===== src/rtl/life_pkg.sv =====
// Shared types and cell-index mapping for the 4x4 Life
// array sequencer.
package life_pkg;

    localparam int CELL_W = 2;
    localparam int NCELLS = 16;
    localparam int IDX_W  = $clog2(NCELLS);

    typedef enum logic [1:0] {
        ST_IDLE,
        ST_RUN,
        ST_LOAD
    } state_t;

    typedef struct packed {
        logic [CELL_W-1:0] row;
        logic [CELL_W-1:0] col;
    } cell_t;

    // Cell i sits at row=i[3:2], col=i[1:0].
    function automatic cell_t idx2cell(input logic [IDX_W-1:0] idx);
        cell_t c;
        c.row = idx[2*CELL_W-1:CELL_W];
        c.col = idx[CELL_W-1:0];
        return c;
    endfunction

endpackage


===== src/rtl/life_sequencer_if.sv =====
// Command, user-edit and array-port bundle between the
// sequencer and its controller.
interface life_sequencer_if;
    import life_pkg::*;

    logic              frame;
    logic              start;
    logic              stop;
    logic              step;
    logic              seed_load;
    logic [NCELLS-1:0] seed;
    logic              usr_req;
    logic [CELL_W-1:0] usr_row;
    logic [CELL_W-1:0] usr_col;
    logic              usr_val;
    logic              usr_ack;
    logic [CELL_W-1:0] arr_row;
    logic [CELL_W-1:0] arr_col;
    logic              arr_val;
    logic              arr_write_enb;
    logic              arr_run;
    logic              busy;
    logic              running;
    logic [15:0]       gen_count;

    modport master (
        output frame, start, stop, step, seed_load, seed,
        output usr_req, usr_row, usr_col, usr_val,
        input  usr_ack, arr_row, arr_col, arr_val,
        input  arr_write_enb, arr_run, busy, running, gen_count
    );

    modport slave (
        input  frame, start, stop, step, seed_load, seed,
        input  usr_req, usr_row, usr_col, usr_val,
        output usr_ack, arr_row, arr_col, arr_val,
        output arr_write_enb, arr_run, busy, running, gen_count
    );

endinterface


===== src/rtl/life_frame_div.sv =====
// Frame divider: counts frame pulses, ticks on every DIV-th
// one and restarts from zero when cleared.
module life_frame_div #(
    parameter int DIV = 30,
    parameter int W   = 8
) (
    input  logic clk,
    input  logic reset,
    input  logic i_clr,
    input  logic i_en,
    output logic o_tick
);

    localparam logic [W-1:0] LAST = W'(DIV - 1);

    logic [W-1:0] r_cnt;

    assign o_tick = i_en && (r_cnt == LAST);

    always_ff @(posedge clk) begin
        if (reset || i_clr) begin
            r_cnt <= '0;
        end else if (i_en) begin
            r_cnt <= o_tick ? '0 : r_cnt + W'(1);
        end
    end

endmodule


===== src/rtl/life_sequencer.sv =====
// Run/stop/step sequencing and single write-port arbitration
// for the 4x4 Life cell array.
module life_sequencer
    import life_pkg::*;
#(
    parameter int FRAME_DIV = 30,
    parameter int DIV_W     = 8
) (
    input  logic            clk,
    input  logic            reset,
    life_sequencer_if.slave bus
);

    state_t            r_state, w_state_nxt;
    logic [IDX_W-1:0]  r_idx, w_idx_nxt;
    logic [NCELLS-1:0] r_seed, w_seed_nxt;
    logic              r_run_pend, w_run_pend_nxt;
    logic              r_step_pend, w_step_pend_nxt;
    logic [15:0]       r_gen, w_gen_nxt;

    logic              r_arr_run, w_arr_run;
    logic              r_we, w_we;
    cell_t             r_cell, w_cell;
    logic              r_val, w_val;
    logic              r_ack, w_ack;
    logic              r_busy, w_busy;
    logic              r_running;

    logic              w_enter_load;
    logic              w_load_act;
    logic              w_stop_acc;
    logic              w_start_acc;
    logic              w_step_acc;
    logic              w_div_en;
    logic              w_tick;
    logic [IDX_W-1:0]  w_ld_idx;
    logic [NCELLS-1:0] w_ld_seed;

    life_frame_div #(
        .DIV (FRAME_DIV),
        .W   (DIV_W)
    ) u_div (
        .clk    (clk),
        .reset  (reset),
        .i_clr  (w_start_acc),
        .i_en   (w_div_en),
        .o_tick (w_tick)
    );

    always_comb begin
        w_enter_load = bus.seed_load && (r_state != ST_LOAD);
        w_load_act   = w_enter_load || (r_state == ST_LOAD);
        w_stop_acc   = (r_state == ST_RUN) && bus.stop
                       && !bus.seed_load;
        w_start_acc  = (r_state == ST_IDLE) && bus.start
                       && !bus.stop && !bus.seed_load;
        w_step_acc   = (r_state == ST_IDLE) && bus.step
                       && !bus.seed_load;
        w_div_en     = bus.frame && (r_state == ST_RUN)
                       && !w_stop_acc && !bus.seed_load;
        w_ld_idx     = w_enter_load ? '0 : r_idx;
        w_ld_seed    = w_enter_load ? bus.seed : r_seed;

        w_state_nxt     = r_state;
        w_idx_nxt       = r_idx;
        w_seed_nxt      = r_seed;
        w_run_pend_nxt  = r_run_pend;
        w_step_pend_nxt = r_step_pend;
        w_gen_nxt       = r_gen;
        w_arr_run       = 1'b0;
        w_we            = 1'b0;
        w_cell          = '0;
        w_val           = 1'b0;
        w_ack           = 1'b0;
        w_busy          = 1'b0;

        unique case (r_state)
            ST_IDLE: begin
                if (w_enter_load)     w_state_nxt = ST_LOAD;
                else if (w_start_acc) w_state_nxt = ST_RUN;
            end
            ST_RUN: begin
                if (w_enter_load)     w_state_nxt = ST_LOAD;
                else if (w_stop_acc)  w_state_nxt = ST_IDLE;
            end
            ST_LOAD: begin
                if (r_idx == IDX_W'(NCELLS - 1))
                    w_state_nxt = ST_IDLE;
            end
            default: w_state_nxt = ST_IDLE;
        endcase

        // One array operation per cycle: load, then run, then user.
        if (w_load_act) begin
            w_we   = 1'b1;
            w_cell = idx2cell(w_ld_idx);
            w_val  = w_ld_seed[w_ld_idx];
            w_busy = 1'b1;
        end else if (r_run_pend && !w_stop_acc) begin
            w_arr_run      = 1'b1;
            w_gen_nxt      = r_gen + 16'd1;
            w_run_pend_nxt = 1'b0;
        end else if (bus.usr_req && !r_ack) begin
            w_we       = 1'b1;
            w_ack      = 1'b1;
            w_cell.row = bus.usr_row;
            w_cell.col = bus.usr_col;
            w_val      = bus.usr_val;
        end

        if (w_enter_load) begin
            w_seed_nxt      = bus.seed;
            w_idx_nxt       = IDX_W'(1);
            w_gen_nxt       = '0;
            w_run_pend_nxt  = 1'b0;
            w_step_pend_nxt = 1'b0;
        end else if (r_state == ST_LOAD) begin
            w_idx_nxt = r_idx + IDX_W'(1);
        end else if (w_stop_acc) begin
            w_run_pend_nxt = 1'b0;
        end else begin
            if (w_tick)
                w_run_pend_nxt = 1'b1;
            if (bus.frame && r_step_pend) begin
                w_run_pend_nxt  = 1'b1;
                w_step_pend_nxt = 1'b0;
            end
            if (w_step_acc)
                w_step_pend_nxt = 1'b1;
        end
    end

    always_ff @(posedge clk) begin
        if (reset) begin
            r_state     <= ST_IDLE;
            r_idx       <= '0;
            r_seed      <= '0;
            r_run_pend  <= 1'b0;
            r_step_pend <= 1'b0;
            r_gen       <= '0;
            r_arr_run   <= 1'b0;
            r_we        <= 1'b0;
            r_cell      <= '0;
            r_val       <= 1'b0;
            r_ack       <= 1'b0;
            r_busy      <= 1'b0;
            r_running   <= 1'b0;
        end else begin
            r_state     <= w_state_nxt;
            r_idx       <= w_idx_nxt;
            r_seed      <= w_seed_nxt;
            r_run_pend  <= w_run_pend_nxt;
            r_step_pend <= w_step_pend_nxt;
            r_gen       <= w_gen_nxt;
            r_arr_run   <= w_arr_run;
            r_we        <= w_we;
            r_cell      <= w_cell;
            r_val       <= w_val;
            r_ack       <= w_ack;
            r_busy      <= w_busy;
            r_running   <= (w_state_nxt == ST_RUN);
        end
    end

    assign bus.arr_run       = r_arr_run;
    assign bus.arr_write_enb = r_we;
    assign bus.arr_row       = r_cell.row;
    assign bus.arr_col       = r_cell.col;
    assign bus.arr_val       = r_val;
    assign bus.usr_ack       = r_ack;
    assign bus.busy          = r_busy;
    assign bus.running       = r_running;
    assign bus.gen_count     = r_gen;

endmodule

===== src/flat_wrapper.sv =====
// flat-port wrapper written by rule: the top's interface ports become plain ports
module life_sequencer_flat import life_pkg::*;
#(
    parameter int FRAME_DIV = 30,
    parameter int DIV_W     = 8
)
  (clk, reset, bus_frame, bus_start, bus_stop, bus_step, bus_seed_load, bus_seed, bus_usr_req, bus_usr_row, bus_usr_col, bus_usr_val, bus_usr_ack, bus_arr_row, bus_arr_col, bus_arr_val, bus_arr_write_enb, bus_arr_run, bus_busy, bus_running, bus_gen_count);
  life_sequencer_if bus_i ();
  input  logic clk;
  input  logic reset;
  input wire logic [$bits(bus_i.frame)-1:0] bus_frame;
  input wire logic [$bits(bus_i.start)-1:0] bus_start;
  input wire logic [$bits(bus_i.stop)-1:0] bus_stop;
  input wire logic [$bits(bus_i.step)-1:0] bus_step;
  input wire logic [$bits(bus_i.seed_load)-1:0] bus_seed_load;
  input wire logic [$bits(bus_i.seed)-1:0] bus_seed;
  input wire logic [$bits(bus_i.usr_req)-1:0] bus_usr_req;
  input wire logic [$bits(bus_i.usr_row)-1:0] bus_usr_row;
  input wire logic [$bits(bus_i.usr_col)-1:0] bus_usr_col;
  input wire logic [$bits(bus_i.usr_val)-1:0] bus_usr_val;
  output wire logic [$bits(bus_i.usr_ack)-1:0] bus_usr_ack;
  output wire logic [$bits(bus_i.arr_row)-1:0] bus_arr_row;
  output wire logic [$bits(bus_i.arr_col)-1:0] bus_arr_col;
  output wire logic [$bits(bus_i.arr_val)-1:0] bus_arr_val;
  output wire logic [$bits(bus_i.arr_write_enb)-1:0] bus_arr_write_enb;
  output wire logic [$bits(bus_i.arr_run)-1:0] bus_arr_run;
  output wire logic [$bits(bus_i.busy)-1:0] bus_busy;
  output wire logic [$bits(bus_i.running)-1:0] bus_running;
  output wire logic [$bits(bus_i.gen_count)-1:0] bus_gen_count;
  assign bus_i.frame = bus_frame;
  assign bus_i.start = bus_start;
  assign bus_i.stop = bus_stop;
  assign bus_i.step = bus_step;
  assign bus_i.seed_load = bus_seed_load;
  assign bus_i.seed = bus_seed;
  assign bus_i.usr_req = bus_usr_req;
  assign bus_i.usr_row = bus_usr_row;
  assign bus_i.usr_col = bus_usr_col;
  assign bus_i.usr_val = bus_usr_val;
  assign bus_usr_ack = bus_i.usr_ack;
  assign bus_arr_row = bus_i.arr_row;
  assign bus_arr_col = bus_i.arr_col;
  assign bus_arr_val = bus_i.arr_val;
  assign bus_arr_write_enb = bus_i.arr_write_enb;
  assign bus_arr_run = bus_i.arr_run;
  assign bus_busy = bus_i.busy;
  assign bus_running = bus_i.running;
  assign bus_gen_count = bus_i.gen_count;
  life_sequencer #(.FRAME_DIV(FRAME_DIV), .DIV_W(DIV_W)) u_core (.clk(clk), .reset(reset), .bus(bus_i));
endmodule

===== config.mk =====
export PLATFORM = sky130hd
export DESIGN_NAME = life_sequencer_flat
export DESIGN_NICKNAME = d
export VERILOG_FILES = /design/src/rtl/life_pkg.sv /design/src/rtl/life_sequencer_if.sv /design/src/rtl/life_frame_div.sv /design/src/rtl/life_sequencer.sv /design/src/flat_wrapper.sv
export SDC_FILE = /design/constraint.sdc
export NUM_CORES = 1
export LEC_CHECK = 0
export CORE_ASPECT_RATIO = 0.6
export CORE_UTILIZATION = 55
export CTS_CLUSTER_SIZE = 25
export DETAILED_ROUTE_END_ITERATION = 10
export PLACE_DENSITY_LB_ADDON = 0.08
export SETUP_SLACK_MARGIN = 0.2
export SLEW_MARGIN = 10
export SYNTH_ARGS = -nofsm -noshare
export SYNTH_HDL_FRONTEND = slang
export SYNTH_SLANG_ARGS = --single-unit

===== constraint.sdc =====
create_clock -name clk -period 5.1 [get_ports clk]
set_input_delay 1.02 -clock clk [delete_from_list [all_inputs] [get_ports clk]]
set_output_delay 1.02 -clock clk [all_outputs]
set_load 0.01 [all_outputs]

==> results.py <==
metrics = {
    "status": {
        "run_status": "complete, no violations",
    },
    "clocking": {
        "ctsHoldBuffers": 0,
        "cts-buffers-inserted": 9,
        "insertion_delay_ns": 0.34,
        "cts.sink_count": 58,
        "clk_pin_slew_ns": 0.06,
        "postCtsResizedCells": 0,
        "postCtsSetupBuffers": 0,
        "clock_path_buffers": 2,
        "htreeDepth": 3,
        "tritoncts_clock_tree": "yes",
        "clk_root_buffer_cell": "clkbuf_8",
    },
    "synthesis": {
        "syn_area_sq_um": 2640,
        "synthFlopType": "dfxtp_1",
        "synth-edff-count": 0,
        "synth_cells": 313,
        "netlist-cell-type-count": 48,
        "postSynth.asyncResetShare": 0,
        "ys_ff_latch": 58,
        "yosysWarnings": 0,
        "synthesis.area_per_instance_sq_um": 8.44,
        "synth.net_count": 346,
        "synth.yosys.seq_area_share": 0.440,
    },
    "setup_path": {
        "critical-path-top-delay-family": "compound AO/OA/AOI/OAI gates",
        "critPathCaptureType": "register",
        "critPathMaxStageDelay_ns": 0.81,
        "crit_chain": "clkdlybuf4s50_1, nand4bb_1, a2111oi_2, a22oi_1, nor2_1",
        "cp_data_required_time_ns": 5.37,
        "path_max_fanout": 14,
        "cell_depth_of_the_worst_flop_to_flop_path": 4,
        "cp_slowest_cell": "a2111oi_2",
        "ff2ff_setup_slack_ns": 2.81,
        "worst-endpoint-arrival_ns": 3.20,
        "crit_path_start_kind": "primary input",
        "critical_path_buf_inv_count": 1,
        "crit_type": "in2reg",
        "path_depth": 5,
    },
    "layout": {
        "final_core_utilization": 0.733,
        "multi_input_area_sq_um": 1350,
        "syn_to_final_growth_pct": 27.4,
        "filler_cells_inserted": 349,
        "drive_above_1_share": 0.0687,
        "antennaDiodeCount": 0,
        "fin_nets": 392,
        "final-seq-area_sq_um": 1160,
    },
    "route": {
        "routed_via_density": 5.51,
        "drt_iter0_markers": 134,
        "detail_route.drc_violations": 0,
        "vias": 2351,
        "finalWirelength_microns": 5730,
        "wl_per_cell_microns": 13.4,
        "first_pass_iters": 6,
        "antenna_violating_nets_post_route": 0,
    },
    "job": {
        "cap_viol_max_count": 0,
    },
    "placed_design": {
        "detailed_place_hpwl_microns": 3960,
        "gp_congestion": 0.816,
        "portBuffers": 54,
    },
    "timing": {
        "fin_crit_sh": 0.573,
        "setup_viol": 0,
        "rsz0062_at_grt": "no",
        "timing_max_transition_violations_final": 0,
        "slew-limit-headroom": 0.420,
        "setup_total_negative_slack_ns": 0,
        "achievable-frequency_ghz": 0.342,
        "period_minus_slack_ns": 2.92,
        "timing_worst_slew_pin_value_ns": 0.868,
        "skew_ns": 0.00732,
        "final-hold-violation-count": 0,
    },
    "global_routing": {
        "antenna_found_initial": 0,
        "globalRouteOverflowTotal": 0,
        "grt_util_all_layers": 0.251,
        "met2_usage": 0.360,
        "via_count_of_the_first_global_routing_pass": 2148,
        "grt-busiest-layer": "met2",
        "wire_length_of_the_first_global_routing_pass_microns": 9850,
        "globalRouteMet1Util": 0.336,
        "grt_use_met3": 0.117,
        "grt_start_max_net_pins": 36,
    },
    "worst_hold_path": {
        "min_path_cells": 2,
        "hp-class": "reg2reg",
    },
    "floorplanning": {
        "initial_core_util": 0.576,
        "core_area_sq_um": 4590,
        "ios": 55,
        "dieArea_sq_um": 5090,
        "die_x_microns": 91.5,
        "rows": 19,
        "die_height_microns": 55.7,
    },
    "power": {
        "total_leakage_power_nw": 1.10,
        "worst_vdd_rail_ir_drop_v": 0.000153,
        "p_switching_mw": 0.225,
        "p_int_mw": 0.724,
        "p_clk_frac": 0.408,
        "combinationalPowerShare": 0.090,
        "cellPowerDensity_nw_per_um2": 282,
        "seqPwrFrac": 0.502,
        "sw_ratio": 0.237,
    },
}
-- path summary, 6_finish.rpt --
path,startpoint,end
worst min-delay path,u_core.r_seed[7]$_SDFF_PP0_,u_core.r_seed[7]$_SDFF_PP0_
worst max-delay path,bus_seed_load,u_core.bus.arr_row[1]$_SDFF_PP0_
worst max register to register,u_core.r_state[0]$_SDFF_PP0_,u_core.bus.gen_count[7]$_SDFFE_PP0P_
worst min register to register,u_core.r_seed[7]$_SDFF_PP0_,u_core.r_seed[7]$_SDFF_PP0_
-- sequential cells by signal, indices dropped and copies added, names as in the netlist, 2 cells and up --
name and flops:
u_core.bus.gen_count 16, u_core.u_div.r_cnt 8, u_core.bus.arr_col 2, u_core.r_state 2
u_core.r_idx 4, u_core.bus.arr_row 2, u_core.r_seed 16
-- final cells by class --
type	count	area share
Timing Repair Buffer	55	0.163
Tap cell	63	0.0234
Clock inverter	2	0.00298
Sequential cell	58	0.345
Clock buffer	14	0.0513
Inverter	11	0.0123
Multi-Input combinational cell	224	0.402
-- synthesized netlist by cell type, drive strengths merged (2+ instances only) --
library cell  count  area (sq um)
dfxtp            58          1160
nand2            53           199
a21oi            30           150
nor2             23          86.3
clkbuf           14          52.6
inv              11          41.3
nand3            11          55.1
mux2i            10           100
nor4             10          62.6
or4               8          63.8
xnor2             8          70.1
nand2b            7          43.8
nor3              7          35.0
o31ai             7          52.6
buf               6          33.8
nand4             5          37.5
a22oi             4          30.0
ha                4          50.1
o21ai             4          20.0
nand3b            3          22.5
or3               3          20.0
a2111oi           2          23.8
a31oi             2          12.5
and2              2          12.5
mux4              2          45.0
nand4b            2          23.8
nor2b             2          12.5
or2               2          12.5
xor2              2          17.5
-- worst reg2reg max path: cells and delay by family (launching register included) --
kind | cells | cell delay [ns]
AND/OR/NAND/NOR | 3 | 1.58
flip-flops | 1 | 0.48
AO/OA/AOI/OAI | 1 | 0.15
-- logic make-up (layout without fill, tap and decap cells) --
family,after synthesis,count (layout),synth area share
and+or+nand+nor,143,143,0.278
xor gates and xnor gates,10,10,0.0332
AOI/OAI and AO/OA,55,55,0.127
DFF,58,58,0.440
buffers and inverters,31,82,0.0483
muxes,12,12,0.0550
adders and majority gates,4,4,0.0189
-- metal layers --
layer | wire (microns) | share of wire | vias to the layer above
met2 | 2430 | 0.42 | 74
li1 | - | - | 1193
met1 | 2900 | 0.51 | 1082
met3 | 387 | 0.068 | 2
met5 | 0 | 0 | -
met4 | 13 | 0.0023 | 0
-- through the flow --
step	setup slack, ns	instance area, sq um	hold WS [ns]	power [mW]	instances
6_report	2.18	3360	0.453	0.949	427
5_1_grt	2.03	3360	0.475	0.997	427
4_1_cts	2.24	3360	0.457	0.960	427
3_5_place_dp	1.87	3180	0.448	0.572	411
3_3_place_gp	1.97	3180	0.442	0.570	411
2_1_floorplan	2.86	2640	0.433	0.533	313
-- cells in the final DEF (no fill, tap or decap), types with 7 or more instances in the layout --
master,n
a21oi_1,30
clkbuf_8,12
clkdlybuf4s50_1,54
dfxtp_1,58
inv_1,11
mux2i_1,10
nand2_1,53
nand2b_1,7
nand3_1,11
nor2_1,23
nor3_1,7
nor4_1,10
o31ai_1,7
or4_1,7
xnor2_1,8
-- power by group through the flow --
stage	combinational [mW]	sequential (mW)	clock, mW
4_1_cts	0.0857	0.477	0.397
3_5_place_dp	0.0853	0.486	0
2_1_floorplan	0.0495	0.483	0
5_1_grt	0.0948	0.478	0.424
3_3_place_gp	0.0839	0.486	0
6_report	0.0855	0.477	0.387
Note: power is estimated with default switching activity, not from simulation.
